$ cat src/rtl/matrix_pkg.sv
// Shared types and default geometry for the matrix producer/consumer path.
package matrix_pkg;

    localparam int unsigned MAT_WIDTH = 10;
    localparam int unsigned MAT_DEPTH = 10;

    typedef enum logic {
        IDLE = 1'b0,
        SEND = 1'b1
    } state_e;

    typedef logic [MAT_WIDTH-1:0] row_t;
    typedef row_t [MAT_DEPTH-1:0] mat_t;

endpackage

$ cat src/rtl/matrix_row_serializer_popcount.sv
// Combinational ones counter for one matrix row; shared with the consumer side.
module popcount #(
    parameter int unsigned WIDTH = 10,
    parameter int unsigned CNT_W = $clog2(WIDTH + 1)
) (
    input  logic [WIDTH-1:0] i_data,
    output logic [CNT_W-1:0] o_count
);

    always_comb begin
        o_count = '0;
        for (int i = 0; i < int'(WIDTH); i++) begin
            o_count = o_count + CNT_W'(i_data[i]);
        end
    end

endmodule

$ cat src/rtl/matrix_row_serializer.sv
// Accepts a whole matrix in one transfer and streams it out one row per beat,
// reloading on the last-row handshake so consecutive matrices have no bubble.
module matrix_row_serializer
    import matrix_pkg::*;
#(
    parameter int unsigned WIDTH = MAT_WIDTH,
    parameter int unsigned DEPTH = MAT_DEPTH,
    parameter int unsigned IDX_W = (DEPTH > 1) ? $clog2(DEPTH) : 1,
    parameter int unsigned CNT_W = $clog2(WIDTH + 1)
) (
    input  logic                         i_clk,
    input  logic                         i_rst_n,
    input  logic                         i_mat_valid,
    output logic                         o_mat_ready,
    input  logic [DEPTH-1:0][WIDTH-1:0]  i_mat,
    output logic                         o_row_valid,
    input  logic                         i_row_ready,
    output logic [WIDTH-1:0]             o_row,
    output logic [IDX_W-1:0]             o_row_idx,
    output logic                         o_row_last,
    output logic [CNT_W-1:0]             o_row_ones,
    output logic                         o_busy
);

    localparam logic [IDX_W-1:0] LAST_IDX = IDX_W'(DEPTH - 1);

    state_e                       state_q, state_d;
    logic [IDX_W-1:0]             idx_q, idx_d;
    logic [DEPTH-1:0][WIDTH-1:0]  mat_q, mat_d;

    logic                         at_last;

    assign at_last = (idx_q == LAST_IDX);

    // State and datapath registers
    always_ff @(posedge i_clk or negedge i_rst_n) begin
        if (!i_rst_n) begin
            state_q <= IDLE;
            idx_q   <= '0;
            mat_q   <= '0;
        end else begin
            state_q <= state_d;
            idx_q   <= idx_d;
            mat_q   <= mat_d;
        end
    end

    // Next state: a last-row handshake with a pending matrix reloads in place
    always_comb begin
        state_d = state_q;
        idx_d   = idx_q;
        mat_d   = mat_q;
        case (state_q)
            IDLE: begin
                if (i_mat_valid) begin
                    mat_d   = i_mat;
                    idx_d   = '0;
                    state_d = SEND;
                end
            end
            SEND: begin
                if (i_row_ready) begin
                    if (at_last) begin
                        idx_d = '0;
                        if (i_mat_valid) begin
                            mat_d = i_mat;
                        end else begin
                            state_d = IDLE;
                        end
                    end else begin
                        idx_d = idx_q + IDX_W'(1);
                    end
                end
            end
            default: state_d = IDLE;
        endcase
    end

    // Outputs; row fields are forced to zero outside SEND
    always_comb begin
        o_row_valid = 1'b0;
        o_row       = '0;
        o_row_idx   = '0;
        o_row_last  = 1'b0;
        o_busy      = 1'b0;
        o_mat_ready = 1'b1;
        if (state_q == SEND) begin
            o_row_valid = 1'b1;
            o_row       = mat_q[idx_q];
            o_row_idx   = idx_q;
            o_row_last  = at_last;
            o_busy      = 1'b1;
            o_mat_ready = i_row_ready & at_last;
        end
    end

    popcount #(
        .WIDTH (WIDTH),
        .CNT_W (CNT_W)
    ) u_popcount (
        .i_data  (o_row),
        .o_count (o_row_ones)
    );

endmodule

$ cat config.mk
export PLATFORM = sky130hd
export DESIGN_NAME = matrix_row_serializer
export DESIGN_NICKNAME = d
export VERILOG_FILES = /design/src/rtl/matrix_pkg.sv /design/src/rtl/matrix_row_serializer_popcount.sv /design/src/rtl/matrix_row_serializer.sv
export SDC_FILE = /design/constraint.sdc
export NUM_CORES = 1
export LEC_CHECK = 0
export ABC_AREA = 1
export CORE_ASPECT_RATIO = 2
export CORE_MARGIN = 2
export CORE_UTILIZATION = 25
export DETAILED_ROUTE_END_ITERATION = 7
export PLACE_DENSITY = 0.55
export SYNTH_ARGS = -nofsm -noshare
export SYNTH_HDL_FRONTEND = slang
export SYNTH_SLANG_ARGS = --single-unit
$ cat constraint.sdc
create_clock -name i_clk -period 5.75 [get_ports i_clk]
set_input_delay 1.4375 -clock i_clk [delete_from_list [all_inputs] [get_ports i_clk]]
set_output_delay 1.4375 -clock i_clk [all_outputs]
set_load 0.02 [all_outputs]
; Word-level counts from Yosys, hierarchy flattened
; Index checks and enable logic that the tools add are counted.
[totals]
in_bits = 104
elab_cells = 50
out_inout_bits = 22
reg_bits = 105
[op_classes]
mux = 19
bitwise_logic = 2
n_reduce_logical = 2
eq_ne = 4
order_cmp = 1
addsub = 10
[ops]
columns = operator, count
row1 = $mux W100, 3
row2 = $pmux W100 S2, 1
row3 = $bmux W10 S4, 1
row4 = $add A4 B1 Y4, 8
row5 = $mux W10, 2
row6 = $mux W4, 4
row7 = $pmux W4 S2, 1
row8 = $mux W1, 6
row9 = $lt A4 B5 Y1 const B, 1
row10 = $add A4 B1 Y4 const B, 1
row11 = $eq A4 B4 Y1 const B, 1
row12 = $ne A2 B2 Y1 const B, 2
row13 = $reduce_and A2 Y1, 2
row14 = $add A1 B1 Y2, 1
row15 = $ne A2 B1 Y1 const B, 1
row16 = $pmux W1 S2, 1
row17 = $and A1 B1 Y1, 1
row18 = $not A1 Y1, 1

; Longest topological paths before layout
[logic_depth]
ltp_word = 12
mapped_depth = 17
depth_no_buf = 15

; Cells and area by module
; From an unflattened synthesis, not the netlist that was laid out.
[hier_totals]
cells_unflattened = 728
hier_area_um2 = 5691.7
[by_module_without_submodules]
columns = mod, n_inst, cells_each, area_each_um2, seq_area_each_um2
row1 = matrix_row_serializer, 1, 695, 5446.5, 2627.5
row2 = popcount, 1, 33, 245.2, 0.0

; Worst setup path before layout
; Ideal clock, no wire load.
[synth_path]
kind = register to output
start = register idx_q[1]
end = output o_row_ones[2]
n_path_buf = 2
path_slack_ns = -0.114
path_stages_with_launch = 17
t_required_ns = 4.313
t_arrival_ns = 4.427
cell_sequence = dfrtp_1 -> clkbuf_1 -> inv_1 -> clkbuf_1 -> nand3_1 -> nand3_1 -> nand3_1 -> a21oi_1 -> ha_1 -> inv_1 -> fa_1 -> fa_1 -> fa_1 -> inv_1 -> fa_1 -> fa_1 -> xor2_1
[synth_between]
elab_chain_cells = 12
[synth_rtl]
columns = element, line_no
row1 = from (decl), matrix_row_serializer.sv:28  ; logic [IDX_W-1:0] idx_q, idx_d;
row2 = from (signal assigned), matrix_row_serializer.sv:43  ; idx_q <= idx_d;
row3 = $bmux W10 S4, matrix_row_serializer.sv:89  ; o_row = mat_q[idx_q];
row4 = $mux W10 (not written as such), matrix_row_serializer.sv:89
row5 = $mux W10, matrix_row_serializer.sv:87  ; if (state_q == SEND) begin
row6 = via o_row[0], matrix_row_serializer.sv:18  ; output logic [WIDTH-1:0] o_row,
row7 = $add A1 B1 Y2, matrix_row_serializer_popcount.sv:13  ; o_count = o_count + CNT_W'(i_data[i]);
row8 = $add A4 B1 Y4 (8 in series), matrix_row_serializer_popcount.sv:13
row9 = to (decl), matrix_row_serializer.sv:21  ; output logic [CNT_W-1:0] o_row_ones,
; The timed path passes the listed nets, and every way through them passes these cells. The select of a mux whose other input is x is not followed.

; Worst setup path after layout
[layout_path]
start = register idx_q[0]
end = output o_row_ones[1]
[layout_between]
elab_chain_cells = 12
[layout_rtl]
columns = element, line_no
row1 = $bmux W10 S4 *, matrix_row_serializer.sv:89
row2 = $mux W10 (not written as such) *, matrix_row_serializer.sv:89
row3 = $mux W10 *, matrix_row_serializer.sv:87
row4 = $add A1 B1 Y2, matrix_row_serializer_popcount.sv:13
row5 = $add A4 B1 Y4 (7 in series), matrix_row_serializer_popcount.sv:13
row6 = $add A4 B1 Y4 *, matrix_row_serializer_popcount.sv:13
; Every way passes the cells marked *; elsewhere a longest branch is shown, timed or not. The select of a mux whose other input is x is not followed.

==> summary.txt <==
Run status
  • Status: finished with violations
  • Failing checks: setup timing

STA
  • Final setup fails: 2
  • RSZ-0062 raised after global routing: yes
  • Final Max Slew Viols: 0
  • Clock Skew: approximately 0.0066 ns
  • Hold Fails Final Rpt: 0
  • Hold_ws: 0.471 ns
  • Slew @ Worst Pin: approximately 0.77 ns
  • Final period util: 101%
  • Worst slew margin: 48.5%
  • Maximum clock rate: around 170 MHz
  • Time the worst path needs with I/O delays and setup: between 5 and 6 ns
  • Final worst setup slack: -0.0506 ns

Global routing
  • Pin count of the biggest net entering global routing: 89
  • Gr usage total: between 10% and 20%
  • GRT overflow: 0
  • First-pass GRT wire length: between 20 and 30 mm
  • Initial antenna violation count: 0
  • Vias in the first global route: 5043

Power and ir drop
  • Peak supply drop: 0.866 mV
  • Clk network pwr share: 11.1%
  • Switching pwr: 2620 uW
  • Tot Pwr: between 5000 and 6000 uW
  • Pint: approximately 3000 uW
  • Switching Fraction: 45.9%
  • Leak: between 0.003 and 0.004 uW
  • Seq pwr share: a little over a fifth
  • Logic pwr share: around two thirds
  • Pwr dens: between 700 and 800 nW/um^2

Route
  • DRT Pass-1 Iters: 5
  • Post-DRT Antenna Nets: 0
  • DRT Wirelength: ~18 mm
  • Vias: 4975
  • Via density: roughly 4.4
  • Routed wire length per instance: ~16 um
  • DRC Markers: 0
  • DRT iter0 DRCs: between 200 and 250

Placement
  • Place WS: -0.176 ns
  • Routability cong.: between 0.8 and 0.9
  • Hpwl dp: between 10 and 15 mm
  • IO buf count: about 130
  • Dpl cell area: between 7000 and 8000 sq um

Floorplanning
  • Core area: approximately 21000 sq um
  • Initial Util: between 20 and 30%
  • Die ar.: about 23000 sq um
  • Die Ht: roughly 210 um
  • Cell Rows: 76
  • Horiz. Die Dim: approximately 110 um
  • IO Pins: about 130

Synthesis
  • Number of synthesis warnings: 0
  • EDFF count, synth: 0
  • Sequential share of the synthesized area: 48.2%
  • #FFs+latches synth: approximately 110
  • Synth Cell Area: around 5500 sq um
  • Ys async rst share: between 90% and 100%
  • Post-Synthesis Cells: slightly above 700
  • Mapped Avg Cell Area: 7.50 sq um
  • Main synth FF type: dfrtp_1
  • Post-Syn Nets: between 800 and 900
  • Netlist cell types: 23

CTS
  • Cts hold-fix bufs: 0
  • Clock transition at path regs: ~0.070 ns
  • CTS Buffer Depth: 2
  • CTS Buf Count: 9
  • Root Buffer: clkbuf_16
  • H-tree depth: 3
  • # clock sinks: between 100 and 150
  • CTS tree: yes
  • Clock latency at the later pin of the worst-skew pair: 0.36 ns

Setup path
  • Crit path arrival time: ~4.4 ns
  • CP Data Required Time: around 4.3 ns
  • CP Max Fanout: 7
  • CP Launch Type: flop
  • CP endpoint kind: primary output
  • Crit Path Class: reg -> out

Finish
  • Final core occ: 35.5%
  • Nets: around 980
  • Layout cell share with drive strength beyond 1: about an eighth
  • Synth-to-Final Area Change: 40.0%
  • Ant diodes: 0
  • Post-layout instance area: between 7000 and 8000 sq um

Flow run
  • Max Cap Viol: 0

Hold path
  • Worst hold path type: reg -> reg
==> cells in the mapped netlist (2+ instances only) <==
cell type / n / area share, %
a21oi_1: 81 / 7.4
o22ai_1: 3 / 0.34
nand3_1: 93 / 8.5
nor2_1: 91 / 6.3
dfrtp_1: 105 / 48
fa_1: 6 / 2.2
buf_2: 4 / 0.37
inv_1: 85 / 5.9
nand2_1: 199 / 14
buf_1: 6 / 0.41
buf_6: 7 / 1.4
xor2_1: 2 / 0.32
ha_1: 7 / 1.6
buf_4: 2 / 0.28
clkbuf_1: 28 / 1.9
==> path summary, 6_finish.rpt <==
check | from | endpoint | slack (ns) | cells after the start
worst max register to register | idx_q[1]$_DFFE_PN0P_ | mat_q[24]$_DFFE_PN0P_ | 2.99 | 10
worst min register to register | mat_q[95]$_DFFE_PN0P_ | mat_q[95]$_DFFE_PN0P_ | 0.47 | 2
worst min-delay path | mat_q[95]$_DFFE_PN0P_ | mat_q[95]$_DFFE_PN0P_ | 0.47 | 2
min in group asynchronous | i_rst_n | mat_q[89]$_DFFE_PN0P_ | 1.09 | 1
worst max-delay path | idx_q[0]$_DFFE_PN0P_ | o_row_ones[1] | -0.05 | 16
max in group asynchronous | i_rst_n | idx_q[0]$_DFFE_PN0P_ | 3.42 | 2
==> cell families (layout without fill, tap and decap cells) <==
kind of cell | Yosys count | after routing | synth area share, %
muxes | 1 | 1 | 0.184
buffers and inverters | 133 | 270 | 10.3
DFF | 105 | 105 | 48.2
and+or+nand+nor | 386 | 386 | 29.0
adders and majority gates | 13 | 13 | 3.81
xor gates and xnor gates | 3 | 3 | 0.482
AOI/OAI and AO/OA | 86 | 86 | 8.03
==> flip-flops by register name, indices dropped and copies added, names as in the netlist <==
register / count
idx_q: 4
state_q: 1
mat_q: 100
==> worst max-delay path, stage by stage (launching register included) <==
cell and delay [ns]:
dfrtp_2 0.49, inv_4 0.08, clkbuf_16 0.16, nand2_2 0.06, nand3_2 0.07, nand3_2 0.08, nand3_2 0.06, a21oi_2 0.18
ha_1 0.26, inv_1 0.08, fa_1 0.43, fa_1 0.46, fa_1 0.53, inv_1 0.06, fa_2 0.36, fa_2 0.54
buf_6 0.11
==> what timing repair did <==
item,CTS,global route
pin swaps,2,5
cloned,0,2
resized for setup,18,34
setup endpoints to repair,4,4
setup buffers,1,3
==> cell type report <==
type	count	area, sq um
fill	2314	13900
sequential	105	2630
multi-input combinational	489	2390
timing repair buffer	168	1640
tap	273	342
inverter	86	325
clock buffer	9	225
clock inverter	7	78.8
==> stage by stage <==
stage                     cells  TNS [ns]
after global routing       1137    -0.509
after detailed placement   1115    -0.297
final                      1137   -0.0928
after CTS                  1132   -0.0771
after floorplan             727         0
after global placement     1115    -0.194
==> layout by cell type (no fill, tap or decap), drive strengths merged <==
cell,Yosys,final
clkdlybuf4s50,0,120
bufinv,0,1
xor2,2,2
nor3,1,1
a21oi,81,81
ha,7,7
mux2i,1,1
clkbuf,28,10
nand3,94,94
o21ai,2,2
clkinv,0,2
o22ai,3,3
buf,19,45
inv,86,88
nor2,91,91
xnor2,1,1
nand2,200,200
clkinvlp,0,2
fa,6,6
dfrtp,105,105
dlygate4sd2,0,2
==> power groups by stage <==
stage / logic [uW] / clock network (uW) / registers (uW)
floorplan: 2240 / 0 / 1210
global placement: 3690 / 0 / 1250
detailed placement: 3740 / 0 / 1250
CTS: 3790 / 652 / 1240
global route: 4240 / 677 / 1280
finish: 3830 / 633 / 1240
==> routing by layer <==
metal  GRT usage, %  vias to the layer above  part of all wire [%]
li1               -                     2523                     -
met1           16.5                     2310                    37
met2           29.8                      110                    55
met3           2.01                       32                   3.3
met4           8.40                        0                   4.5
met5              0                        -                     0
(Power assumes the default switching activity.)
